[src/rtl/sprite_draw_scheduler_pkg.sv]
// Shared types and constants for the sprite draw scheduler: FSM states,
// coordinate/colour widths and the named framebuffer colours.
package sprite_draw_scheduler_pkg;

  localparam int COORD_W = 7;
  localparam int COL_W   = 3;
  localparam int ID_W    = 3;

  localparam logic [COL_W-1:0] BLACK = 3'b000;
  localparam logic [COL_W-1:0] WHITE = 3'b111;

  typedef enum logic [2:0] {
    S_IDLE  = 3'd0,
    S_LATCH = 3'd1,
    S_ERASE = 3'd2,
    S_DRAW  = 3'd3,
    S_ACK   = 3'd4
  } state_t;

endpackage

[src/rtl/sprite_draw_scheduler_if.sv]
// Bundle of the mover-side request bus and the framebuffer write port.
// The scheduler takes the slave side; movers / the bench take the master side.
interface sprite_draw_scheduler_if #(
  parameter int N_REQ = 4
);
  import sprite_draw_scheduler_pkg::*;

  logic [N_REQ-1:0]         req;
  logic [COORD_W*N_REQ-1:0] req_x;
  logic [COORD_W*N_REQ-1:0] req_y;
  logic [COORD_W*N_REQ-1:0] req_old_x;
  logic [COORD_W*N_REQ-1:0] req_old_y;
  logic [COL_W*N_REQ-1:0]   req_colour;
  logic [COL_W-1:0]         bg_colour;
  logic [N_REQ-1:0]         ack;
  logic                     busy;
  logic [ID_W-1:0]          grant_id;
  logic                     plot;
  logic [COORD_W-1:0]       x_out;
  logic [COORD_W-1:0]       y_out;
  logic [COL_W-1:0]         c_out;

  modport master (
    output req, req_x, req_y, req_old_x, req_old_y, req_colour, bg_colour,
    input  ack, busy, grant_id, plot, x_out, y_out, c_out
  );

  modport slave (
    input  req, req_x, req_y, req_old_x, req_old_y, req_colour, bg_colour,
    output ack, busy, grant_id, plot, x_out, y_out, c_out
  );

endinterface

[src/rtl/sprite_draw_scheduler_rr_arbiter.sv]
// Round-robin arbiter: picks the first set request after the last granted
// index (wrapping). The pointer only moves when a grant is actually taken.
module sprite_draw_scheduler_rr_arbiter
  import sprite_draw_scheduler_pkg::*;
#(
  parameter int N_REQ = 4
) (
  input  logic             clk,
  input  logic             resetn,
  input  logic [N_REQ-1:0] req,
  input  logic             enable,
  output logic [N_REQ-1:0] grant,
  output logic [ID_W-1:0]  grant_idx,
  output logic             valid
);

  localparam int CAND_W = ID_W + 1;

  logic [ID_W-1:0]   pointer;
  logic [CAND_W-1:0] cand;

  // Scan candidates pointer+1 .. pointer+N_REQ (mod N_REQ), first set one wins
  always_comb begin
    grant     = '0;
    grant_idx = '0;
    valid     = 1'b0;
    cand      = '0;
    for (int k = 1; k <= N_REQ; k++) begin
      cand = {1'b0, pointer} + CAND_W'(k);
      if (cand >= CAND_W'(N_REQ)) cand = cand - CAND_W'(N_REQ);
      for (int i = 0; i < N_REQ; i++) begin
        if (!valid && req[i] && (cand == CAND_W'(i))) begin
          valid     = 1'b1;
          grant[i]  = 1'b1;
          grant_idx = ID_W'(i);
        end
      end
    end
  end

  // Pointer starts at the last mover so mover 0 has top priority after reset
  always_ff @(posedge clk) begin
    if (!resetn) begin
      pointer <= ID_W'(N_REQ - 1);
    end else if (enable && valid) begin
      pointer <= grant_idx;
    end
  end

endmodule

[src/rtl/sprite_draw_scheduler.sv]
// Shares the framebuffer write port between N_REQ sprite movers. Each granted
// job erases the mover's old block in bg_colour (skipped if it has not moved),
// then draws the new block, then pulses ack to that mover.
// All outputs are registered; the output stage is loaded from the next state so
// plot/x/y/colour line up with the ERASE/DRAW state cycles.
module sprite_draw_scheduler
  import sprite_draw_scheduler_pkg::*;
#(
  parameter int N_REQ    = 4,
  parameter int SPR_LOG2 = 2
) (
  input logic                    clk,
  input logic                    resetn,
  sprite_draw_scheduler_if.slave bus
);

  localparam int OFF_W = 2 * SPR_LOG2;
  localparam int SUM_W = COORD_W + 1;
  localparam logic [OFF_W-1:0] OFF_LAST = '1;

  state_t state, state_next;

  logic [N_REQ-1:0]   arb_grant;
  logic [ID_W-1:0]    arb_idx;
  logic               arb_valid;
  logic               arb_enable;

  logic [ID_W-1:0]    grant_id_q;
  logic [N_REQ-1:0]   grant_mask;
  logic [OFF_W-1:0]   off;

  logic [COORD_W-1:0] sel_x, sel_y, sel_ox, sel_oy;
  logic [COL_W-1:0]   sel_col;
  logic [COORD_W-1:0] lat_x, lat_y, lat_ox, lat_oy;
  logic [COL_W-1:0]   lat_col;
  logic               same_pos;

  logic [OFF_W-1:0]   pix_off;
  logic [COORD_W-1:0] base_x, base_y;
  logic [COL_W-1:0]   colour;
  logic [SUM_W-1:0]   sum_x, sum_y;

  logic               plot_d, busy_d;
  logic [COORD_W-1:0] x_d, y_d;
  logic [COL_W-1:0]   c_d;
  logic [N_REQ-1:0]   ack_d;

  logic               plot_q, busy_q;
  logic [COORD_W-1:0] x_q, y_q;
  logic [COL_W-1:0]   c_q;
  logic [N_REQ-1:0]   ack_q;

  assign arb_enable = (state == S_IDLE);

  sprite_draw_scheduler_rr_arbiter #(
    .N_REQ(N_REQ)
  ) u_arb (
    .clk      (clk),
    .resetn   (resetn),
    .req      (bus.req),
    .enable   (arb_enable),
    .grant    (arb_grant),
    .grant_idx(arb_idx),
    .valid    (arb_valid)
  );

  // Select the granted mover's coordinates and colour from the packed buses
  always_comb begin
    sel_x   = '0;
    sel_y   = '0;
    sel_ox  = '0;
    sel_oy  = '0;
    sel_col = '0;
    for (int i = 0; i < N_REQ; i++) begin
      if (grant_id_q == ID_W'(i)) begin
        sel_x   = bus.req_x[COORD_W*i +: COORD_W];
        sel_y   = bus.req_y[COORD_W*i +: COORD_W];
        sel_ox  = bus.req_old_x[COORD_W*i +: COORD_W];
        sel_oy  = bus.req_old_y[COORD_W*i +: COORD_W];
        sel_col = bus.req_colour[COL_W*i +: COL_W];
      end
    end
  end

  assign same_pos = (sel_x == sel_ox) && (sel_y == sel_oy);

  // State register
  always_ff @(posedge clk) begin
    if (!resetn) state <= S_IDLE;
    else         state <= state_next;
  end

  // Next-state logic: erase is skipped when the sprite has not moved
  always_comb begin
    state_next = state;
    case (state)
      S_IDLE:  if (arb_valid) state_next = S_LATCH;
      S_LATCH: state_next = same_pos ? S_DRAW : S_ERASE;
      S_ERASE: if (off == OFF_LAST) state_next = S_DRAW;
      S_DRAW:  if (off == OFF_LAST) state_next = S_ACK;
      S_ACK:   state_next = S_IDLE;
      default: state_next = S_IDLE;
    endcase
  end

  // Grant capture, job latches and the pixel offset counter
  always_ff @(posedge clk) begin
    if (!resetn) begin
      grant_id_q <= '0;
      grant_mask <= '0;
      off        <= '0;
      lat_x      <= '0;
      lat_y      <= '0;
      lat_ox     <= '0;
      lat_oy     <= '0;
      lat_col    <= BLACK;
    end else begin
      case (state)
        S_IDLE: begin
          if (arb_valid) begin
            grant_id_q <= arb_idx;
            grant_mask <= arb_grant;
          end
        end
        S_LATCH: begin
          lat_x   <= sel_x;
          lat_y   <= sel_y;
          lat_ox  <= sel_ox;
          lat_oy  <= sel_oy;
          lat_col <= sel_col;
          off     <= '0;
        end
        S_ERASE, S_DRAW: off <= off + OFF_W'(1);
        default: ;
      endcase
    end
  end

  // Output decode for the coming cycle; in LATCH the latches are not loaded
  // yet, so the first pixel comes straight from the selected mover inputs
  always_comb begin
    pix_off = '0;
    base_x  = '0;
    base_y  = '0;
    colour  = BLACK;
    plot_d  = 1'b0;
    x_d     = '0;
    y_d     = '0;
    c_d     = BLACK;
    ack_d   = '0;
    busy_d  = (state_next != S_IDLE);

    if (state_next == S_ACK) ack_d = grant_mask;
    if (state != S_LATCH)    pix_off = off + OFF_W'(1);

    if (state_next == S_ERASE) begin
      base_x = (state == S_LATCH) ? sel_ox : lat_ox;
      base_y = (state == S_LATCH) ? sel_oy : lat_oy;
      colour = bus.bg_colour;
    end else if (state_next == S_DRAW) begin
      base_x = (state == S_LATCH) ? sel_x : lat_x;
      base_y = (state == S_LATCH) ? sel_y : lat_y;
      colour = (state == S_LATCH) ? sel_col : lat_col;
    end

    sum_x = {1'b0, base_x} + {{(SUM_W-SPR_LOG2){1'b0}}, pix_off[SPR_LOG2-1:0]};
    sum_y = {1'b0, base_y} + {{(SUM_W-SPR_LOG2){1'b0}}, pix_off[OFF_W-1:SPR_LOG2]};

    if ((state_next == S_ERASE) || (state_next == S_DRAW)) begin
      x_d    = sum_x[COORD_W-1:0];
      y_d    = sum_y[COORD_W-1:0];
      c_d    = colour;
      plot_d = !sum_x[COORD_W] && !sum_y[COORD_W];
    end
  end

  // Output register stage
  always_ff @(posedge clk) begin
    if (!resetn) begin
      plot_q <= 1'b0;
      x_q    <= '0;
      y_q    <= '0;
      c_q    <= BLACK;
      ack_q  <= '0;
      busy_q <= 1'b0;
    end else begin
      plot_q <= plot_d;
      x_q    <= x_d;
      y_q    <= y_d;
      c_q    <= c_d;
      ack_q  <= ack_d;
      busy_q <= busy_d;
    end
  end

  assign bus.plot     = plot_q;
  assign bus.x_out    = x_q;
  assign bus.y_out    = y_q;
  assign bus.c_out    = c_q;
  assign bus.ack      = ack_q;
  assign bus.busy     = busy_q;
  assign bus.grant_id = grant_id_q;

endmodule
[src/flat_wrapper.sv]
// flat-port wrapper written by rule: the top's interface ports become plain ports
module sprite_draw_scheduler_flat import sprite_draw_scheduler_pkg::*;
#(
  parameter int N_REQ    = 4,
  parameter int SPR_LOG2 = 2
)
  (clk, resetn, bus_req, bus_req_x, bus_req_y, bus_req_old_x, bus_req_old_y, bus_req_colour, bus_bg_colour, bus_ack, bus_busy, bus_grant_id, bus_plot, bus_x_out, bus_y_out, bus_c_out);
  sprite_draw_scheduler_if #(.N_REQ(N_REQ)) bus_i ();
  input logic clk;
  input logic resetn;
  input wire logic [$bits(bus_i.req)-1:0] bus_req;
  input wire logic [$bits(bus_i.req_x)-1:0] bus_req_x;
  input wire logic [$bits(bus_i.req_y)-1:0] bus_req_y;
  input wire logic [$bits(bus_i.req_old_x)-1:0] bus_req_old_x;
  input wire logic [$bits(bus_i.req_old_y)-1:0] bus_req_old_y;
  input wire logic [$bits(bus_i.req_colour)-1:0] bus_req_colour;
  input wire logic [$bits(bus_i.bg_colour)-1:0] bus_bg_colour;
  output wire logic [$bits(bus_i.ack)-1:0] bus_ack;
  output wire logic [$bits(bus_i.busy)-1:0] bus_busy;
  output wire logic [$bits(bus_i.grant_id)-1:0] bus_grant_id;
  output wire logic [$bits(bus_i.plot)-1:0] bus_plot;
  output wire logic [$bits(bus_i.x_out)-1:0] bus_x_out;
  output wire logic [$bits(bus_i.y_out)-1:0] bus_y_out;
  output wire logic [$bits(bus_i.c_out)-1:0] bus_c_out;
  assign bus_i.req = bus_req;
  assign bus_i.req_x = bus_req_x;
  assign bus_i.req_y = bus_req_y;
  assign bus_i.req_old_x = bus_req_old_x;
  assign bus_i.req_old_y = bus_req_old_y;
  assign bus_i.req_colour = bus_req_colour;
  assign bus_i.bg_colour = bus_bg_colour;
  assign bus_ack = bus_i.ack;
  assign bus_busy = bus_i.busy;
  assign bus_grant_id = bus_i.grant_id;
  assign bus_plot = bus_i.plot;
  assign bus_x_out = bus_i.x_out;
  assign bus_y_out = bus_i.y_out;
  assign bus_c_out = bus_i.c_out;
  sprite_draw_scheduler #(.N_REQ(N_REQ), .SPR_LOG2(SPR_LOG2)) u_core (.clk(clk), .resetn(resetn), .bus(bus_i));
endmodule
[config.mk]
export PLATFORM = sky130hd
export DESIGN_NAME = sprite_draw_scheduler_flat
export DESIGN_NICKNAME = d
export VERILOG_FILES = /design/src/rtl/sprite_draw_scheduler_pkg.sv /design/src/rtl/sprite_draw_scheduler_if.sv /design/src/rtl/sprite_draw_scheduler_rr_arbiter.sv /design/src/rtl/sprite_draw_scheduler.sv /design/src/flat_wrapper.sv
export SDC_FILE = /design/constraint.sdc
export NUM_CORES = 1
export LEC_CHECK = 0
export BUFFER_PORTS_ARGS = -buffer_cell sky130_fd_sc_hd__buf_2
export CAP_MARGIN = 30
export CORE_MARGIN = 2
export CORE_UTILIZATION = 50
export DETAILED_ROUTE_END_ITERATION = 12
export GPL_TIMING_DRIVEN = 0
export PLACE_DENSITY = 0.79
export SLEW_MARGIN = 10
export SYNTH_ARGS = -nofsm -noshare
export SYNTH_HDL_FRONTEND = slang
export SYNTH_SLANG_ARGS = --single-unit
[constraint.sdc]
create_clock -name clk -period 7.4 [get_ports clk]
set_clock_uncertainty 0.15 [all_clocks]
set_input_delay 0.37 -clock clk [delete_from_list [all_inputs] [get_ports clk]]
set_output_delay 0.37 -clock clk [all_outputs]
set_load 0.02 [all_outputs]
After elaboration in Yosys (flattened, before gate mapping)
Index checks and enable logic that the tools add are counted.
{"block": "word_totals", "regBits": 71, "input_bits": 133, "output_inout_bits": 26, "elab_cells": 208}
{"block": "classes", "n_addsub": 11, "order_cmp": 4, "n_eq_ne": 25, "mux": 88, "n_reduce_logical": 64}
{"cell": "two-way mux 7 bit", "count": 24}
{"cell": "two-way mux 3 bit", "count": 24}
{"cell": "logical AND 1 bit", "count": 34}
{"cell": "two-way mux 1 bit", "count": 33}
{"cell": "== test 4 x 2 -> 1 bit (second input constant)", "count": 8}
{"cell": "two-way mux 4 bit", "count": 5}
{"cell": "== test 3 x 2 -> 1 bit (second input constant)", "count": 6}
{"cell": "zero test 1 bit", "count": 17}
{"cell": "adder 7 x 2 -> 8 bit", "count": 2}
{"cell": "== test 4 x 1 -> 1 bit (second input constant)", "count": 4}
{"cell": "greater-or-equal comparator 4 x 3 -> 1 bit (second input constant)", "count": 4}
{"cell": "zero test 4 bit", "count": 4}
{"cell": "subtractor 4 x 3 -> 4 bit (second input constant)", "count": 4}
{"cell": "== test 7 bit", "count": 2}
{"cell": "case mux 3 bit (4 select lines)", "count": 1}
{"cell": "adder 3 x 2 -> 4 bit (second input constant)", "count": 2}
{"cell": "case mux 4 bit (2 select lines)", "count": 1}
{"cell": "== test 3 x 1 -> 1 bit (second input constant)", "count": 2}
{"cell": "zero test 3 bit", "count": 2}
{"cell": "AND reduction 2 bit", "count": 3}
{"cell": "adder 3 x 1 -> 4 bit (second input constant)", "count": 1}
{"cell": "adder 3 x 3 -> 4 bit (second input constant)", "count": 1}
{"cell": "adder 4 x 1 -> 4 bit (second input constant)", "count": 1}
{"cell": "== test 4 bit (second input constant)", "count": 1}
{"cell": "other kinds (6)", "count": 6}

Logic depth before layout (Yosys ltp)
Gate-level depths: netlist of run 1.
{"block": "logic_depth", "ltp_word": 74, "depth_mapped": 17, "ltp_nobuf": 14}

Modules after synthesis
From an unflattened synthesis of run 1, not the netlist that was laid out.
{"block": "unflattened", "hier_cells": 489, "hier_area_um2": 4540.6}
{"module": "sprite_draw_scheduler", "n_inst": 1, "cells_per_inst": 450, "area_each_um2": 4264.1, "seq_area_each_um2": 1361.3}
{"module": "sprite_draw_scheduler_rr_arbiter", "n_inst": 1, "cells_per_inst": 39, "area_each_um2": 276.5, "seq_area_each_um2": 40.0}

Worst setup path before layout of run 1
Ideal clock, no wire load.
{"block": "synth_path", "kind": "reg-to-reg", "startpoint": "reg u_core.grant_id_q[0] (netlist: u_core.bus.grant_id[0])", "endpoint": "reg u_core.y_q[4] (netlist: u_core.bus.y_out[4])", "t_arrival_ps": 3902, "t_required_ps": 7134, "setup_slack_ps": 3231, "stages_incl_launch_ff": 15, "path_buffers": 3, "path_cell_list": "dfxtp_1 -> buf_2 -> buf_2 -> mux4_2 -> xnor2_1 -> nand4_1 -> nor4_4 -> nor2_2 -> clkbuf_1 -> nand3_1 -> o21ai_0 -> ha_1 -> fa_1 -> mux4_2 -> and4_1"}
{"block": "synth_between", "elab_chain_cells": 13, "word_cells_on_any_way": 34}
{"element": "from (decl)", "line": "sprite_draw_scheduler.sv:28", "text": "logic [ID_W-1:0] grant_id_q;"}
{"element": "from (signal assigned)", "line": "sprite_draw_scheduler.sv:121", "text": "grant_id_q <= arb_idx;"}
{"element": "zero test 3 bit", "line": "sprite_draw_scheduler.sv:75", "text": "if (grant_id_q == ID_W'(i)) begin"}
{"element": "two-way mux 7 bit (4 in a row)", "line": "sprite_draw_scheduler.sv:75"}
{"element": "== test 7 bit", "line": "sprite_draw_scheduler.sv:85", "text": "assign same_pos = (sel_x == sel_ox) && (sel_y == sel_oy);"}
{"element": "logical AND 1 bit", "line": "sprite_draw_scheduler.sv:85"}
{"element": "two-way mux 1 bit", "line": "sprite_draw_scheduler.sv:98", "text": "S_LATCH: state_next = same_pos ? S_DRAW : S_ERASE;"}
{"element": "case mux 3 bit (4 select lines)", "line": "sprite_draw_scheduler.sv:96", "text": "case (state)"}
{"element": "== test 3 x 2 -> 1 bit", "line": "sprite_draw_scheduler.sv:160, sprite_draw_scheduler.sv:169"}
{"element": "two-way mux 7 bit", "line": "sprite_draw_scheduler.sv:160", "text": "end else if (state_next == S_DRAW) begin"}
{"element": "two-way mux 7 bit", "line": "sprite_draw_scheduler.sv:156", "text": "if (state_next == S_ERASE) begin"}
{"element": "adder 7 x 2 -> 8 bit", "line": "sprite_draw_scheduler.sv:167", "text": "sum_y = {1'b0, base_y} + {{(SUM_W-SPR_LOG2){1'b0}}, pix_off[OFF_W-1:SPR_LOG2]};"}
{"element": "to (signal assigned)", "line": "sprite_draw_scheduler.sv:189", "text": "y_q <= y_d;"}
{"element": "to (decl)", "line": "sprite_draw_scheduler.sv:49", "text": "logic [COORD_W-1:0] x_q, y_q;"}
Parallel ways exist; a longest one is shown, timed or not.
A chain may end at the register's enable or synchronous reset.

Worst setup path in the final report of run 1
Ends and elaborated chain as after synthesis.

==> results of run 1 <==
stage by stage:
step	instance area, um2	utilization, %	cells	setup slack (ns)
after global routing	5280	64.5	699	2.11
after CTS	5280	64.5	699	2.43
after floorplan	4180	-	424	3.23
after global placement	5090	62.3	684	2.48
after detailed placement	5100	62.3	685	2.46
final	5280	64.5	699	2.40
layer usage:
layer / global-route usage, % / share of wire (%) / vias up
li1: - / - / 1878
met1: 34.2 / 41 / 1916
met2: 46.2 / 49 / 209
met3: 4.58 / 8.5 / 17
met4: 12.0 / 1.7 / 0
met5: 0 / 0 / -
kinds of logic after synthesis:
logic type / after synthesis
compound gates: 68
xor+xnor: 23
fa+ha+maj: 7
buf+inv: 33
flops: 69
mux: 65
other cells: 1
simple gates: 158
cell usage in the layout, fill, tap and decap left out, drive strengths merged, types with 4 or more instances in the layout:
master,synthesis,final
a21boi,6,6
a21oi,12,12
and2,14,14
and3,7,7
buf,13,169
clkbuf,16,28
dfxtp,69,69
ha,5,5
mux2i,30,30
mux4,32,32
nand2,36,36
nand2b,7,7
nand3,17,17
nand4,4,4
nor2,19,19
nor2b,31,31
nor3,5,5
o21ai,27,27
xnor2,17,17
xor2,6,6
worst paths after layout:
check                           slack (ns)             endpoint
worst max-delay path                  2.40  u_core.bus.y_out[4]
worst min-delay path                  0.14  u_core.bus.c_out[1]
worst max register to register        2.40  u_core.bus.y_out[4]
worst min register to register        0.31    u_core.bus.ack[2]
sequential cells by signal (all words and copies together) (netlist names), 3 cells and up:
| signal | count |
|---|---|
| u_core.lat_y | 7 |
| u_core.grant_mask | 4 |
| u_core.lat_col | 3 |
| u_core.bus.x_out | 7 |
| u_core.state | 3 |
| u_core.lat_x | 7 |
| u_core.off | 4 |
| u_core.bus.y_out | 7 |
| u_core.bus.c_out | 3 |
| u_core.lat_oy | 7 |
| u_core.lat_ox | 7 |
| u_core.bus.ack | 4 |
cell type report:
type                    count  area [um2]  share of cell area, %
well taps                 105         131                   2.49
inverters                   4        15.0                  0.285
plain buffers              29         134                   2.54
clock buffers              12         145                   2.75
flip-flops and latches     69        1380                   26.2
clock inverters             2        35.0                  0.664
repair buffers            156         781                   14.8
multi-input cells         322        2650                   50.3
power by group through the flow:
| stage | logic (mW) | clock network [mW] | registers (mW) |
|---|---|---|---|
| detailed placement | 0.389 | 0 | 0.426 |
| finish | 0.396 | 0.297 | 0.418 |
| floorplan | 0.262 | 0 | 0.435 |
| global placement | 0.377 | 0 | 0.425 |
| CTS | 0.391 | 0.296 | 0.418 |
| global route | 0.427 | 0.310 | 0.421 |
critical path: cells and delay by family (launching register included):
kind | cells | cell delay (ns)
buffers and inverters | 3 | 0.84
xor gates and xnor gates | 1 | 0.31
DFF | 1 | 0.34
AOI/OAI and AO/OA | 1 | 0.39
muxes | 2 | 1.11
adders and majority gates | 2 | 0.59
and+or+nand+nor | 4 | 1.17
==> flow_metrics.tcl, run 1 <==
set metrics [dict create \
    pwr_cell_area_mw_per_mm2 211 \
    ys.warnings.count 0 \
    delay_of_the_slowest_critical_path_stage_ns 0.60 \
    cts_inserted_buffers 9 \
    tritoncts_clock_tree "done" \
    drtIter0Drc 239 \
    r2r_start "u_core.bus.grant_id[0]" \
    final_nets 731 \
    rr_worst_depth 13 \
    dominantRegCellSynth "dfxtp_1" \
    global_route.usage.total_pct 27.3 \
    yosys.area_share.adder_pct 2.45 \
    grt_first_pass_wirelength_mm 18.6 \
    area_fraction_in_and_or_nand_and_nor_cells_after_synthesis_pct 20.5 \
    ys_seq_elements 69 \
    cts_hold_repair.buffers 0 \
    cts.path.max_buffers 2 \
    timing.final.crit_share_pct 67.6 \
    design.core.area_mm2 0.00818 \
    core.rowCount 33 \
    ir_worst_vdd_mv 0.101 \
    drtAntennaViolNets 0 \
    fillCellCount 706 \
    grt_max_degree 11 \
    run_status "complete, no violations" \
    min-delay-start "bus_bg_colour[1]" \
    p_sw_share_pct 33.0 \
    post-route-drc-count 0 \
    worst-path-max-fanout 10 \
    ys_async_sr_fraction_pct 0 \
    average_wire_per_cell_in_the_routed_design_um 17.8 \
    class_of_the_most_critical_setup_path "reg -> reg" \
    worst_setup_hold_path_clk_slew_ns 0.07 \
    detailed_place_hpwl_mm 9.81 \
    maximum_clock_frequency_mhz 200 \
    crit_chain "buf_2 > buf_2 > mux4_2 > xnor2_1 > nand4_1 > nor4_4 > nor2_2 > clkbuf_1 > o21ai_0 > ha_1 > fa_1 > mux4_2 > and4_1" \
    yosysSeqAreaShare_pct 33.0 \
    synth_most_common_cell "dfxtp_1" \
    clock_power_share_pct 26.7 \
    synth_nets 564 \
    timing_max_transition_violations_final 0 \
    rsz0062_at_grt "no" \
    post_synth_num_cell_types 56 \
    share_seq_of_total_power_pct 37.6 \
    synth_top_family_by_area "multiplexers" \
    wirelength_mm 12.4 \
    htree_levels 3 \
    synthesis.instances 424 \
    worstSkewPairLatency_ns 0.36 \
    antenna_cells 0 \
    hold_class "in -> reg" \
    cap_viol_max_count 0 \
    cellInternalPower_mw 0.745 \
    muxShareOfSynthArea_pct 25.2 \
    drive_gt1_share_pct 36.5 \
    initial_core_util_pct 51.2 \
    worst-endpoint-required_ns 7.49 \
    timing_worst_slew_pin_value_ns 0.724 \
    leakagePower_nw 2.30 \
    io-pin-count 159 \
    worstSetupStartpointType "register" \
    yosysTopAreaCellShare_pct 33.0 \
    final_weighted_congestion_of_routability_driven_global_placement 0.912 \
    syn_area_per_cell_um2 9.87 \
    crit_path_end_kind "register" \
    drt-vias-per-instance 5.75 \
    vias 4020 \
    synth_common_cells "dfxtp_1, nand2_1, mux4_2" \
    report.power.total_mw 1.11 \
    die_h_um 95.5 \
    floorplan.die_area_mm2 0.00912 \
    syn_area_mm2 0.00418 \
    clock_sinks 69 \
    netlist.top_cell.by_area "dfxtp_1" \
    vias_in_the_first_global_route 3780 \
    timing.hold.ws_ns 0.138 \
    setup_viol 0 \
    antenna_found_initial 0 \
    fin_setup_tns_ns 0 \
    netlist_top_cells_area "dfxtp_1, mux4_2, mux2i_1" \
    detail_route.first_pass.iterations 5 \
    comb_power_share_pct 35.7 \
    cp_slowest_cell "mux4_2" \
    numPortBuffers 155 \
    area.growth.synth_to_final_pct 26.1 \
    yosys.area_share.xor_xnor_pct 4.81 \
    hold_depth 2 \
    finalHoldViolations 0 \
    max-slew-margin-rel_pct 51.3 \
    setup_crit_start "u_core.bus.grant_id[0]" \
    synth_compound_gate_area_share_pct 10.3 \
    period_needed_ns 5.00 \
    power_switching_mw 0.366 \
    globalRoute.totalOverflow 0 \
    cp_data_arrival_time_ns 5.10 \
    synth-edff-count 0 \
    post_cts_resized 0 \
    die_width_um 95.5 \
    post-cts-setup-buffers 0 \
    cts_root_buffer "clkbuf_8" \
]
Note: power is estimated with default switching activity, not from simulation.
==> inputs of run 2 (changes only) <==
Settings changed: ABC_AREA set to 1, PLACE_DENSITY 0.79 to 0.78.
Clock period 7.4 ns to 5.14 ns, I/O delays scaled along.
==> run 2 against run 1 <==
Compared with the run above: die area up 8.5%; core utilization up 0.67 points; sequential cell count did not move; sequential power is 70% higher; largest cell class unchanged; global-route usage is 5.1 points higher; count of clock-buffer cells in the layout fell by 2; sequential share of layout area fell by 2.0 points; first-iteration DRC count grew 65%; critical path depth increased by 7; largest power group is now combinational cells; highest routed layer unchanged; register-to-register slack worse by 1.0 ns; total power grew to 2.8 times the previous value; hold slack got worse by 0.090 ns.
==> flow_metrics.tcl, run 2 <==
set metrics [dict create \
    clock_sinks 69 \
    floorplan.die_area_mm2 0.00989 \
    antenna_found_initial 0 \
    delay_of_the_slowest_critical_path_stage_ns 0.42 \
    ir_worst_vdd_mv 0.320 \
    post_synth_num_cell_types 40 \
    cts.path.max_buffers 2 \
    fin_setup_tns_ns 0 \
    tritoncts_clock_tree "done" \
    worst-endpoint-required_ns 5.27 \
    detail_route.first_pass.iterations 5 \
    netlist.top_cell.by_area "dfxtp_1" \
    ys.warnings.count 0 \
    post_cts_resized 0 \
    crit_path_end_kind "register" \
    pwr_cell_area_mw_per_mm2 543 \
    design.core.area_mm2 0.00876 \
    share_seq_of_total_power_pct 22.9 \
    average_wire_per_cell_in_the_routed_design_um 15.3 \
    cellInternalPower_mw 1.56 \
    htree_levels 3 \
    core.rowCount 34 \
    cp_data_arrival_time_ns 3.89 \
    drt-vias-per-instance 5.40 \
    grt_max_degree 13 \
    dp_slack_ns 1.45 \
    period_needed_ns 3.76 \
    cap_viol_max_count 0 \
    worstSkewPairLatency_ns 0.35 \
    cts_inserted_buffers 9 \
    r2r_slack_ns 1.38 \
    synth_nets 889 \
    detailed_place_hpwl_mm 12.5 \
    antenna_cells 0 \
    leakagePower_nw 2.97 \
    worst_setup_hold_path_clk_slew_ns 0.07 \
    initial_core_util_pct 52.0 \
    die_h_um 99.4 \
    final_nets 1058 \
    cts_root_buffer "clkbuf_8" \
    io-pin-count 159 \
    area.growth.synth_to_final_pct 25.5 \
    report.power.total_mw 3.10 \
    worst_slack_ns 1.38 \
    class_of_the_most_critical_setup_path "reg -> reg" \
    synthesis.instances 749 \
    comb_power_share_pct 61.5 \
    netlist_top_cells_area "dfxtp_1, nand2_1, nand3_1" \
    ys_seq_elements 69 \
    critPathMostFrequentCell "nand2_1" \
    worstSetupStartpointType "register" \
    vias_in_the_first_global_route 5380 \
    final_weighted_congestion_of_routability_driven_global_placement 0.941 \
    worstPathBufferInverterCount 3 \
    p_sw_share_pct 49.9 \
    dpl.cell_count 1013 \
    global_route.usage.total_pct 32.4 \
    die_width_um 99.4 \
    yosysSeqAreaShare_pct 30.3 \
    syn_area_per_cell_um2 6.08 \
    run_status "complete, no violations" \
    max-slew-margin-rel_pct 54.8 \
    rsz0062_at_grt "no" \
    drtAntennaViolNets 0 \
    synth_common_cells "nand2_1, nor2_1, nand3_1" \
    synth-edff-count 0 \
    ys_async_sr_fraction_pct 0 \
    crit_chain "inv_1 > clkbuf_1 > nand3_1 > nand3_1 > o21ai_1 > nand2_1 > nand2_1 > nand3_1 > nor2_2 > a21oi_4 > nand4_4 > buf_6 > o22ai_1 > ha_1 > a21o_1 > nand2_1 > nor2_1 > nand2_1 > nand2_1 > a21oi_1" \
    multi_input_comb_area_mm2 0.00273 \
    layout.cells.most_common_list "nand2_1, buf_2, nor2_1" \
    layout.area.seq_mm2 0.00138 \
    power_switching_mw 1.55 \
    number_of_non_filler_instances_in_the_completed_layout 1031 \
    synth_most_common_cell "nand2_1" \
    vias 5571 \
    cp_slowest_cell "clkbuf_1" \
    wirelength_mm 15.7 \
    drtIter0Drc 395 \
    maximum_clock_frequency_mhz 266 \
    most_common_cell_after_layout_fill_and_taps_aside "nand2_1" \
    finalHoldViolations 0 \
    timing_worst_slew_pin_value_ns 0.675 \
    final_core_utilization_pct 65.2 \
    numPortBuffers 156 \
    dominantRegCellSynth "dfxtp_1" \
    globalRoute.totalOverflow 0 \
    clock_power_share_pct 15.7 \
    drive_gt1_share_pct 22.9 \
    setup_viol 0 \
    timing.final.crit_share_pct 73.2 \
    critical_path.top_delay_family "simple AND/OR/NAND/NOR gates" \
    fillCellCount 811 \
    yosysTopAreaCellShare_pct 30.3 \
    timing_max_transition_violations_final 0 \
    worst-path-max-fanout 10 \
    syn_area_mm2 0.00455 \
    hold_class "in -> reg" \
    grt_first_pass_wirelength_mm 25.8 \
    post-route-drc-count 0 \
]
==> run 2: changes by cell type after synthesis, sizes merged, moves of 13 or more <==
cell | before | now
mux2i | 30 | 0
nand3 | 17 | 100
o21ai | 27 | 53
inv | 3 | 67
nand4 | 4 | 32
and2 | 14 | 1
xnor2 | 17 | 0
nor2b | 31 | 0
nand2 | 36 | 202
mux4 | 32 | 0
nor2 | 19 | 117
==> run 2: worst paths after layout <==
check | start | endpoint | cells after the start
setup / recovery | u_core.bus.grant_id[1] | u_core.bus.y_out[5] | 20
hold / removal | bus_bg_colour[2] | u_core.bus.c_out[2] | 3
setup reg to reg | u_core.bus.grant_id[1] | u_core.bus.y_out[5] | 20
hold reg to reg | u_core.grant_mask[3] | u_core.bus.ack[3] | 2
==> run 2: final cells by class <==
cell class | count | share of cell area, %
tap | 108 | 2.36
multi-input combinational | 577 | 47.8
clock buffer | 10 | 2.41
inverter | 68 | 4.47
timing repair buffer | 158 | 14.0
clock inverter | 6 | 1.51
sequential | 69 | 24.2
buffer | 35 | 3.28
==> run 2: worst min-delay path, stage by stage <==
cell and delay, ns:
buf_2 0.09, a22oi_1 0.07, nor2_1 0.09
==> run 2: power by group through the flow <==
stage / Clock [mW] / Combinational [mW] / Sequential, mW
after floorplan: 0 / 1.29 / 0.748
after global placement: 0 / 1.84 / 0.716
after detailed placement: 0 / 1.86 / 0.720
after CTS: 0.494 / 1.88 / 0.710
after global routing: 0.517 / 2.15 / 0.724
final: 0.486 / 1.91 / 0.710
==> run 2: cell families after synthesis <==
logic type / count (synthesis) / share of synthesized area [%]
XOR/XNOR: 2 / 0.385
AO/OA/AOI/OAI: 90 / 11.1
AND/OR/NAND/NOR: 477 / 46.1
flip-flops: 69 / 30.3
adder cells (fa/ha/maj): 7 / 2.25
buffers and inverters: 103 / 9.73
other: 1 / 0.0823
==> run 2: routing by layer <==
metal | up-vias | GRT usage, % | wire (um)
met5 | - | 0 | 0
met4 | 0 | 10.0 | 255
met3 | 26 | 5.20 | 1350
met2 | 263 | 55.3 | 7500
met1 | 2498 | 42.2 | 6620
li1 | 2784 | - | -
==> run 2: per-stage QoR <==
stage	instance area (um2)	hold WS, ns
final	5710	0.0483
after global routing	5710	0.0349
after CTS	5710	0.0395
after detailed placement	5470	0.266
after global placement	5470	0.263
after floorplan	4550	0.255
==> run 2: timing repair <==
item | in CTS | in global routing
hold buffers | 2 | 0
buffers inserted | 0 | 0
hold endpoints to repair | 2 | 0
==> inputs of run 3 (changes only) <==
Settings changed: CORE_UTILIZATION 50 to 46, PLACE_DENSITY 0.78 to 0.75.
Clock period 5.14 ns to 3.15 ns, I/O delays scaled along.
==> run 3 against run 2 <==
Compared with the run above: the run now ends with negative setup slack left; clock power increased by 35%; worst setup slack got worse by 1.4 ns; hold slack got worse by 0.029 ns; sequential cell count unchanged; maximum frequency increased by 18%; non-clock buffer count increased by 17; count of clock-buffer cells in the layout increased by 1; critical path depth increased by 1; routed wire length decreased by 1.8%; sequential power increased by 69%; total power increased by 78%; register-to-register slack got worse by 1.4 ns.
==> flow_metrics.tcl, run 3 (synthesis gave the netlist of run 2 again) <==
set metrics [dict create \
    cp_slowest_cell "dfxtp_4" \
    cap_viol_max_count 0 \
    io-pin-count 159 \
    cts_root_buffer "clkbuf_8" \
    detail_route.first_pass.iterations 7 \
    htree_levels 3 \
    numPortBuffers 156 \
    cts_inserted_buffers 9 \
    worst_setup_hold_path_clk_slew_ns 0.07 \
    most_common_cell_after_layout_fill_and_taps_aside "nand2_1" \
    run_status "complete, but fails checks" \
    share_seq_of_total_power_pct 21.7 \
    antenna_found_initial 0 \
    delay_of_the_slowest_critical_path_stage_ns 0.39 \
    timing.final.crit_share_pct 101 \
    critical_path.top_delay_family "simple AND/OR/NAND/NOR gates" \
    drive_gt1_share_pct 29.5 \
    number_of_non_filler_instances_in_the_completed_layout 1073 \
    worstSetupStartpointType "register" \
    fillCellCount 940 \
    floorplan.die_area_mm2 0.0107 \
    design.core.area_mm2 0.00968 \
    cts.path.max_buffers 2 \
    hold_class "in -> reg" \
    core.rowCount 36 \
    drtAntennaViolNets 0 \
    final_core_utilization_pct 64.5 \
    final_nets 1075 \
    die_h_um 104 \
    cellInternalPower_mw 2.80 \
    rsz0062_at_grt "yes" \
    global_route.usage.total_pct 27.3 \
    rr_worst_depth 21 \
    grt_max_degree 13 \
    tritoncts_clock_tree "done" \
    pwr_cell_area_mw_per_mm2 883 \
    maximum_clock_frequency_mhz 313 \
    vias 5699 \
    worstPathBufferInverterCount 4 \
    timing.hold.ws_ns 0.0197 \
    initial_core_util_pct 47.0 \
    design_area_final_mm2 0.00625 \
    vias_in_the_first_global_route 5204 \
    comb_power_share_pct 66.5 \
    clock_power_share_pct 11.8 \
    drtIter0Drc 466 \
    endpoint_of_the_worst_hold_path "u_core.u_arb.pointer[1]" \
    class_of_the_most_critical_setup_path "reg -> reg" \
    crit_chain "buf_8 > buf_6 > nor2_4 > buf_4 > nand2_1 > nand4_1 > nand2_1 > nand2_1 > nand3_1 > nor2_2 > a21oi_4 > nand4_4 > buf_8 > o22ai_4 > ha_4 > fa_2 > nand3_4 > nor2_4 > nand2_2 > nand2_2 > a21oi_2" \
    timing_max_transition_violations_final 0 \
    die_width_um 104 \
    power_switching_mw 2.71 \
    worst-path-max-fanout 6 \
    dpl.cell_count 1038 \
    leakagePower_nw 3.10 \
    r2r_slack_ns -0.04 \
    p_sw_share_pct 49.2 \
    worst-endpoint-required_ns 3.27 \
    final_weighted_congestion_of_routability_driven_global_placement 0.987 \
    regToRegEndpoint "u_core.bus.y_out[6]" \
    layout.cells.most_common_list "nand2_1, buf_2, nor2_1" \
    detailed_place.area_mm2 0.00550 \
    drt-vias-per-instance 5.31 \
    clock_sinks 69 \
    path_depth 21 \
    grt_first_pass_wirelength_mm 24.1 \
    cp_data_arrival_time_ns 3.31 \
    area.growth.synth_to_final_pct 37.1 \
    max-slew-margin-rel_pct 60.9 \
    period_needed_ns 3.19 \
    critPathMostFrequentCell "nand2_1" \
    globalRoute.totalOverflow 0 \
    worstSkewPairLatency_ns 0.35 \
    finalHoldViolations 0 \
    ir_worst_vdd_mv 0.399 \
    hold_depth 2 \
    detailed_place_hpwl_mm 11.4 \
    min-delay-start "resetn" \
    wirelength_mm 15.5 \
    setup_viol 1 \
    antenna_cells 0 \
    failing_checks "negative setup slack" \
    average_wire_per_cell_in_the_routed_design_um 14.4 \
    worst_slack_ns -0.0416 \
    r2r_start "u_core.bus.grant_id[1]" \
    crit_path_end_kind "register" \
    report.power.total_mw 5.52 \
    post-route-drc-count 0 \
    timing_worst_slew_pin_value_ns 0.580 \
]
-- run 3: cell types whose count changed in the layout (fill, tap and decap cells not counted), moves of 7 or more --
| cell | previous run | this run |
|---|---|---|
| nand2_2 | 1 | 11 |
| buf_2 | 168 | 158 |
| nand2_1 | 201 | 191 |
| buf_4 | 5 | 20 |
| nor2_2 | 5 | 12 |
| nor2_1 | 111 | 99 |
-- run 3: worst reg2reg max path, stage by stage, from the launching register on --
cell	delay, ns
dfxtp_4	0.39
buf_8	0.14
buf_6	0.11
nor2_4	0.22
buf_4	0.17
nand2_1	0.05
nand4_1	0.07
nand2_1	0.05
nand2_1	0.06
nand3_1	0.12
nor2_2	0.18
a21oi_4	0.10
nand4_4	0.09
buf_8	0.15
o22ai_4	0.09
ha_4	0.19
fa_2	0.38
nand3_4	0.09
nor2_4	0.06
nand2_2	0.08
nand2_2	0.05
a21oi_2	0.13
-- run 3: per-layer routing --
metal	up-vias	part of all wire, %	global-route usage [%]
met5	-	0	0
met2	310	47	45.5
met3	53	8.3	4.72
met1	2510	42	34.5
met4	0	3.2	12.8
li1	2826	-	-
-- run 3: how the worst max path moves through the flow --
stage	from	to	slack, ns
after detailed placement	u_core.bus.grant_id[1]	u_core.bus.x_out[6]	-0.46
after floorplan	u_core.bus.grant_id[1]	u_core.bus.y_out[6]	0.10
after global routing	u_core.bus.grant_id[1]	u_core.bus.y_out[6]	-0.17
after global placement	u_core.bus.grant_id[1]	u_core.bus.x_out[5]	-0.48
final	u_core.bus.grant_id[1]	u_core.bus.y_out[6]	-0.04
after CTS	u_core.bus.grant_id[0]	u_core.bus.x_out[6]	-0.003
-- run 3: through the flow --
step                      setup slack [ns]  TNS (ns)
after floorplan                      0.104         0
after global placement              -0.485     -4.97
after detailed placement            -0.458     -4.80
after CTS                         -0.00263  -0.00263
after global routing                -0.167    -0.965
final                              -0.0416   -0.0416
-- run 3: timing repair --
action / in CTS / in global routing
gates resized for setup: 51 / 61
hold buffers: 3 / 0
setup endpoints to repair: 13 / 15
pin swaps: 13 / 20
gates cloned: 0 / 3
setup buffers: 5 / 8
hold endpoints to repair: 3 / 0
-- run 3: area by class of cell --
| type | instances | area [um2] | area share, % |
|---|---|---|---|
| Multi-Input combinational cell | 577 | 2980 | 47.7 |
| Sequential cell | 69 | 1390 | 22.2 |
| Timing Repair Buffer | 175 | 967 | 15.5 |
| Buffer | 35 | 303 | 4.85 |
| Inverter | 68 | 258 | 4.13 |
| Tap cell | 133 | 166 | 2.66 |
| Clock buffer | 11 | 151 | 2.42 |
| Clock inverter | 5 | 35.0 | 0.561 |
-- run 3: power groups by stage --
stage / sequential (mW) / combinational (mW) / clock [mW]
5_1_grt: 1.22 / 4.04 / 0.704
6_report: 1.20 / 3.67 / 0.654
3_5_place_dp: 1.17 / 2.97 / 0
3_3_place_gp: 1.17 / 2.97 / 0
4_1_cts: 1.16 / 3.21 / 0.657
2_1_floorplan: 1.22 / 2.11 / 0
